`src/rtl/fog_lut_stream_tx.sv`:
```
// fog_lut_stream_tx: buffers one fog LUT frame (bounds + segments) and replays it on an AXI-Stream master on start
module fog_lut_stream_tx #(
   parameter int CMD_STREAM_WIDTH = 64,
   parameter int LUT_SIZE = 32
) (
   input  logic                          aclk,
   input  logic                          resetn,
   input  logic                          wr_en,
   output logic                          wr_ready,
   input  logic [$clog2(LUT_SIZE+1)-1:0] wr_addr,
   input  logic [CMD_STREAM_WIDTH-1:0]   wr_data,
   input  logic                          start,
   output logic                          busy,
   output logic                          done,
   output logic                          m_axis_tvalid,
   input  logic                          m_axis_tready,
   output logic                          m_axis_tlast,
   output logic [CMD_STREAM_WIDTH-1:0]   m_axis_tdata
);
   localparam int AW = $clog2(LUT_SIZE+1);
   typedef enum logic {IDLE, STREAM} state_t;
   state_t state, state_d;
   logic [AW-1:0] idx, idx_d;
   logic [CMD_STREAM_WIDTH-1:0] tdata_d;
   logic done_d, last, hs;
   logic [CMD_STREAM_WIDTH-1:0] mem [LUT_SIZE+1];
   assign busy = state == STREAM;
   assign wr_ready = !busy;
   assign m_axis_tvalid = busy;
   assign last = idx == AW'(LUT_SIZE);
   assign m_axis_tlast = last && m_axis_tvalid;
   assign hs = m_axis_tvalid && m_axis_tready;
   // the buffer is frozen while streaming, so each beat reads it directly
   always_ff @(posedge aclk)
      if (wr_en && wr_ready && wr_addr <= AW'(LUT_SIZE)) mem[wr_addr] <= wr_data;
   always_comb begin
      state_d = state;
      idx_d = idx;
      tdata_d = m_axis_tdata;
      done_d = 1'b0;
      if (state == IDLE && start) begin
         state_d = STREAM;
         idx_d = '0;
         tdata_d = mem[0];
      end else if (hs && last) begin
         state_d = IDLE;
         idx_d = '0;
         done_d = 1'b1;
      end else if (hs) begin
         idx_d = idx + AW'(1);
         tdata_d = mem[idx + AW'(1)];
      end
   end
   always_ff @(posedge aclk or negedge resetn)
      if (!resetn) begin
         state <= IDLE;
         idx <= '0;
         m_axis_tdata <= '0;
         done <= 1'b0;
      end else begin
         state <= state_d;
         idx <= idx_d;
         m_axis_tdata <= tdata_d;
         done <= done_d;
      end
endmodule

```
`config.mk`:
```
export PLATFORM = sky130hd
export DESIGN_NAME = fog_lut_stream_tx
export DESIGN_NICKNAME = d
export VERILOG_FILES = /design/src/rtl/fog_lut_stream_tx.sv
export SDC_FILE = /design/constraint.sdc
export NUM_CORES = 2
export LEC_CHECK = 0
export BUFFER_PORTS_ARGS = -buffer_cell sky130_fd_sc_hd__buf_4
export CORE_MARGIN = 4
export CORE_UTILIZATION = 35
export DETAILED_ROUTE_END_ITERATION = 6
export GPL_ROUTABILITY_DRIVEN = 1
export PLACE_DENSITY = 0.59
export SLEW_MARGIN = 25
export SYNTH_ARGS = -nofsm -noshare
export SYNTH_HDL_FRONTEND = slang
export SYNTH_SLANG_ARGS = --single-unit
```
`constraint.sdc`:
```
create_clock -name aclk -period 8 [get_ports aclk]
set_input_delay 0.4 -clock aclk [delete_from_list [all_inputs] [get_ports aclk]]
set_output_delay 0.4 -clock aclk [all_outputs]
set_load 0.005 [all_outputs]
```
# --- Yosys cells after proc, flatten, opt, wreduce, memory -nomap -nowiden ---
# Memories as Yosys holds them, arrays and structs flattened.
# Cells that the tools add are included.
classes:
  n_addsub: 1
  order_cmp: 1
  n_eq_ne: 2
  n_mux: 12
  bitwise_logic: 1
  reduce_logical: 11
ops:
  columns: ["cell", "n"]
  rows:
  - ["$mux 64", 3]
  - ["$mux 6", 3]
  - ["$add 6x1->6 const B", 1]
  - ["$eq 6x6->1 const B", 1]
  - ["$le 6x6->1 const B", 1]
  - ["$logic_and 1x1->1", 6]
  - ["$mux 1", 6]
  - ["$reduce_bool 2->1", 2]
  - ["$reduce_bool 3->1", 1]
  - ["$ne 2x2->1 const B", 1]
  - ["$reduce_and 2->1", 1]
  - ["$logic_not 1->1", 1]
  - ["$not 1->1", 1]
word_totals:
  regBits: 72
  ram_bits: 2112
  in_bits: 75
  elab_cells: 33
  mem_count: 1
memory_table:
  columns: ["name", "depth", "word_bits", "read_ports", "rd_ports_with_merged_regs", "write_ports", "line_no", "text"]
  rows:
  - ["mem", 33, 64, 2, 0, 1, "26", "logic [CMD_STREAM_WIDTH-1:0] mem [LUT_SIZE+1];"]

# --- Logic depth before layout (Yosys ltp) ---
depth:
  word_depth: 5
  depth_mapped: 15

# --- Worst setup path after synthesis ---
# OpenSTA, ideal clock, no wires.
synth_path:
  kind: "register -> register"
  from: "register state (netlist: busy)"
  to: "memory mem[32][0] (enable)"
  setup_ps: 670
  t_arrival_ps: 7389
  setup_slack_ps: -58
  path_stages_with_launch: 5
  period_less_slack_ps: 8058
  cell_sequence: "dfrtp_1 buf_2 nor2_1 nand3_1 nor4b_1"
synth_between:
  elab_chain_cells: 5
synth_lines:
  columns: ["element", "line_no", "text"]
  rows:
  - ["start, declared", "22", "state_t state, state_d;"]
  - ["start signal, assigned", "61", "state <= state_d;"]
  - ["$logic_not 1->1", "28", "assign wr_ready = !busy;"]
  - ["$logic_and 1x1->1 (2 in a row)", "35", "if (wr_en && wr_ready && wr_addr <= AW'(LUT_SIZE)) mem[wr_addr] <= wr_data;"]
  - ["$mux 1", "35", null]
  - ["$mux 1 (not written as such)", "35", null]
  - ["end, declared", "26", null]
# No other way between the ends.

# --- Final worst setup path ---
layout_path:
  from: "register idx[0]"
  to: "register m_axis_tdata[44]"
layout_between:
  elab_chain_cells: 5
  word_cells_on_any_way: 9
  cone_classes: "1 x add/sub; 2 x eq/ne; 3 x mux; 2 x reduce/logical; 1 x memory"
layout_lines:
  columns: ["element", "line_no", "text"]
  rows:
  - ["start, declared", "23", "logic [AW-1:0] idx, idx_d;"]
  - ["start signal, assigned", "62", "idx <= idx_d;"]
  - ["$add 6x1->6", "51", "tdata_d = mem[idx + AW'(1)];"]
  - ["$mem_v2 33x64", null, null]
  - ["$mux 64", "49", "end else if (hs) begin"]
  - ["$mux 64", "45", "end else if (hs && last) begin"]
  - ["$mux 64", "41", "if (state == IDLE && start) begin"]
  - ["end signal, assigned", "63", "m_axis_tdata <= tdata_d;"]
  - ["end, declared", "18", "output logic [CMD_STREAM_WIDTH-1:0] m_axis_tdata"]
# Several ways; a longest one is shown, not always the timed one. The select of a mux whose other input is x is not followed.
# A chain may end at the register's enable or synchronous reset.

==> impl_metrics.json <==
{
  "place_area_um2": 89390,
  "viasPerCell": 5.635,
  "cp-start-kind": "flop",
  "critPathCaptureType": "flop",
  "ys_seq_area_frac": 0.7765,
  "syn2layout_area_growth_pct": 15.58,
  "yosysTopAreaCell": "edfxtp_1",
  "core_area_um2": 238300,
  "clk_pin_slew_worst_paths_ns": 0.06,
  "die_h_um": 497.9,
  "crit_type": "flop to flop",
  "cts.repair.resized": 0,
  "port_buffers": 143,
  "die-area_um2": 247900,
  "netlist_area_um2": 84000,
  "postCtsSetupRepairBufs": 0,
  "final_hold_viol_count": 0,
  "die_w_um": 497.9,
  "grt_pass1_wl_um": 334600,
  "worstMarginPinSlew_ns": 1.089,
  "layout-drive-gt1-share": 0.2505,
  "drt_first_pass_iters": 6,
  "async_reset_ff_frac": 0.03297,
  "drv_cap": 0,
  "h-tree-depth": 4,
  "status": "complete, no violations",
  "overflow": 0,
  "grt_setup_unrepaired": "no",
  "p_leak_nw": 30.40,
  "fin_crit_sh": 0.5444,
  "finalWorstSetupSlack_ns": 3.645,
  "ant_nets": 0,
  "root_buffer": "clkbuf_16",
  "final_common_cell": "edfxtp_1",
  "drc": 0,
  "numClockSinks": 2184,
  "synth_top_area_frac": 0.7550,
  "ys.warnings.count": 0,
  "groute.usage.overall": 0.1874,
  "skew_ns": 0.02732,
  "min_period_ns": 4.355,
  "synth-seq-cells": 2184,
  "grt_pass1_vias": 43670,
  "grt_max_degree": 151,
  "synth.area.top_cells": "edfxtp_1 76%, mux4_2 14%, nand2_1 2.2%",
  "place_congestion": 0.7281,
  "maxSlewHeadroom": 0.2739,
  "synth.avg_cell_area_um2": 20.49,
  "preCtsSetupSlack_ns": 3.401,
  "fin_tns_setup_ns": 0,
  "cts_hold_buffers": 67,
  "timing.fmax_mhz": 229.6,
  "synthCells": 4099,
  "via_count": 43660,
  "setup_viol": 0,
  "cts-buffers-inserted": 208,
  "power_density_nw_per_um2": 304.3,
  "worstPathArrival_ns": 5.01,
  "tritoncts": "done",
  "drt_iter0_markers": 5741,
  "hp-class": "primary input to asynchronous set/reset pin",
  "layout.cells.most_common_list": "2112 x edfxtp_1, 512 x mux4_2, 494 x nand2_1, 225 x buf_4, 219 x nand3_1",
  "slew_violations": 0,
  "clk_latency_ns": 0.83,
  "final_nets": 4466,
  "dp_hpwl_um": 115600,
  "drt-total-wl_um": 236700,
  "r2r_setup_slack_ns": 3.64,
  "whs_ns": 0.2313,
  "ys.flop_type": "edfxtp_1",
  "cts_max_path_buffers": 3,
  "rows": 179,
  "wl_per_cell_um": 30.56,
  "final_cell_area_um2": 97090,
  "io_pins": 144,
  "syn_nets": 4176,
  "cp_max_fo": 106,
  "p_total_mw": 29.54,
  "synth-edff-count": 2112,
  "required_ns": 8.66,
  "initial_core_util": 0.3525,
  "peakVddDrop_v": 0.0005876,
  "ys_types": 52,
  "antenna_found_initial": 21,
  "final.fill_count": 20970
}
## worst max-delay path, cell delays in order (launching register included)
cell and delay, ns:
dfrtp_4 0.90, buf_12 0.76, and3_1 0.43, nand2_1 0.13
o311ai_4 0.07, buf_4 0.46, buf_4 0.86, nand3_1 0.21
nand4_1 0.17, a221oi_1 0.08
## area by class of cell
| cell class | count | area, µm² | area share |
|---|---|---|---|
| sequential | 2184 | 65230 | 0.6718 |
| multi-input combinational | 1668 | 17900 | 0.1844 |
| clock buffer | 286 | 5766 | 0.05938 |
| tap | 3167 | 3963 | 0.04081 |
| timing repair buffer | 322 | 2998 | 0.03088 |
| clock inverter | 109 | 1199 | 0.01235 |
| inverter | 5 | 18.77 | 0.0001933 |
| antenna | 6 | 15.01 | 0.0001546 |
## routing by layer
metal	vias up	global-route usage	wire length [µm]
met5	-	0	34
met4	6	0.04798	6101
met3	363	0.03005	19020
met2	2124	0.3046	114500
met1	23710	0.2649	97040
li1	17450	-	-
## sequential cells by signal (all words and copies together), names as in the netlist
| register | count |
|---|---|
| mem | 2112 |
| m_axis_tdata | 64 |
| done | 1 |
| busy | 1 |
| idx | 6 |
## worst paths after layout
path                                  start                to  cells past startpoint
min                                  resetn  m_axis_tdata[51]                      2
max                                  idx[0]  m_axis_tdata[44]                      9
max in group asynchronous            resetn            idx[0]                      3
max reg2reg                          idx[0]  m_axis_tdata[44]                      9
min in group aclk                wr_addr[1]       mem[28][41]                      4
min reg2reg                m_axis_tdata[61]  m_axis_tdata[61]                      2
## cell families (layout without fill, tap and decap cells)
family	count (synthesis)	count (layout)	synth area share
AND/OR/NAND/NOR	931	931	0.04881
AO/OA/AOI/OAI	196	196	0.01826
other	0	6	0
XOR/XNOR	7	7	0.001132
buffers and inverters	247	722	0.01537
multiplexers	532	532	0.1397
adder cells (fa/ha/maj)	2	2	0.0002979
flip-flops	2184	2184	0.7765
## cells in the mapped netlist (2+ instances only)
master,number
edfxtp_1,2112
mux4_2,512
nand2_1,496
nand3_1,219
nor2_1,94
buf_2,87
clkbuf_1,72
dfrtp_1,72
nand4_1,50
buf_4,48
o21ai_0,46
or3_1,43
a221oi_1,28
buf_1,25
a221oi_2,20
mux2i_1,20
a21oi_1,17
a31oi_1,12
and3_1,12
o22ai_1,12
buf_6,10
o2111ai_1,10
a32o_1,9
o21ai_1,8
o221ai_1,8
a211oi_1,6
a311oi_1,6
a32oi_1,5
inv_1,4
nor2_2,3
nor2b_1,3
o211ai_1,3
xnor2_1,3
a31o_2,2
ha_1,2
nand3b_1,2
nor4b_1,2
or3b_2,2
## power breakdown
group / internal [mW] / switching (mW) / total [mW]
logic: 2.59 / 3.88 / 6.47
registers: 12.7 / 0.300 / 13.0
clock network: 5.79 / 4.27 / 10.1
## metrics by stage
step,utilization,instances
floorplan,-,4099
CTS,0.4071,7739
global placement,0.3740,7267
global route,0.4074,7742
finish,0.4074,7747
detailed placement,0.3751,7277
No activity file was read; power rests on OpenSTA's default activity.
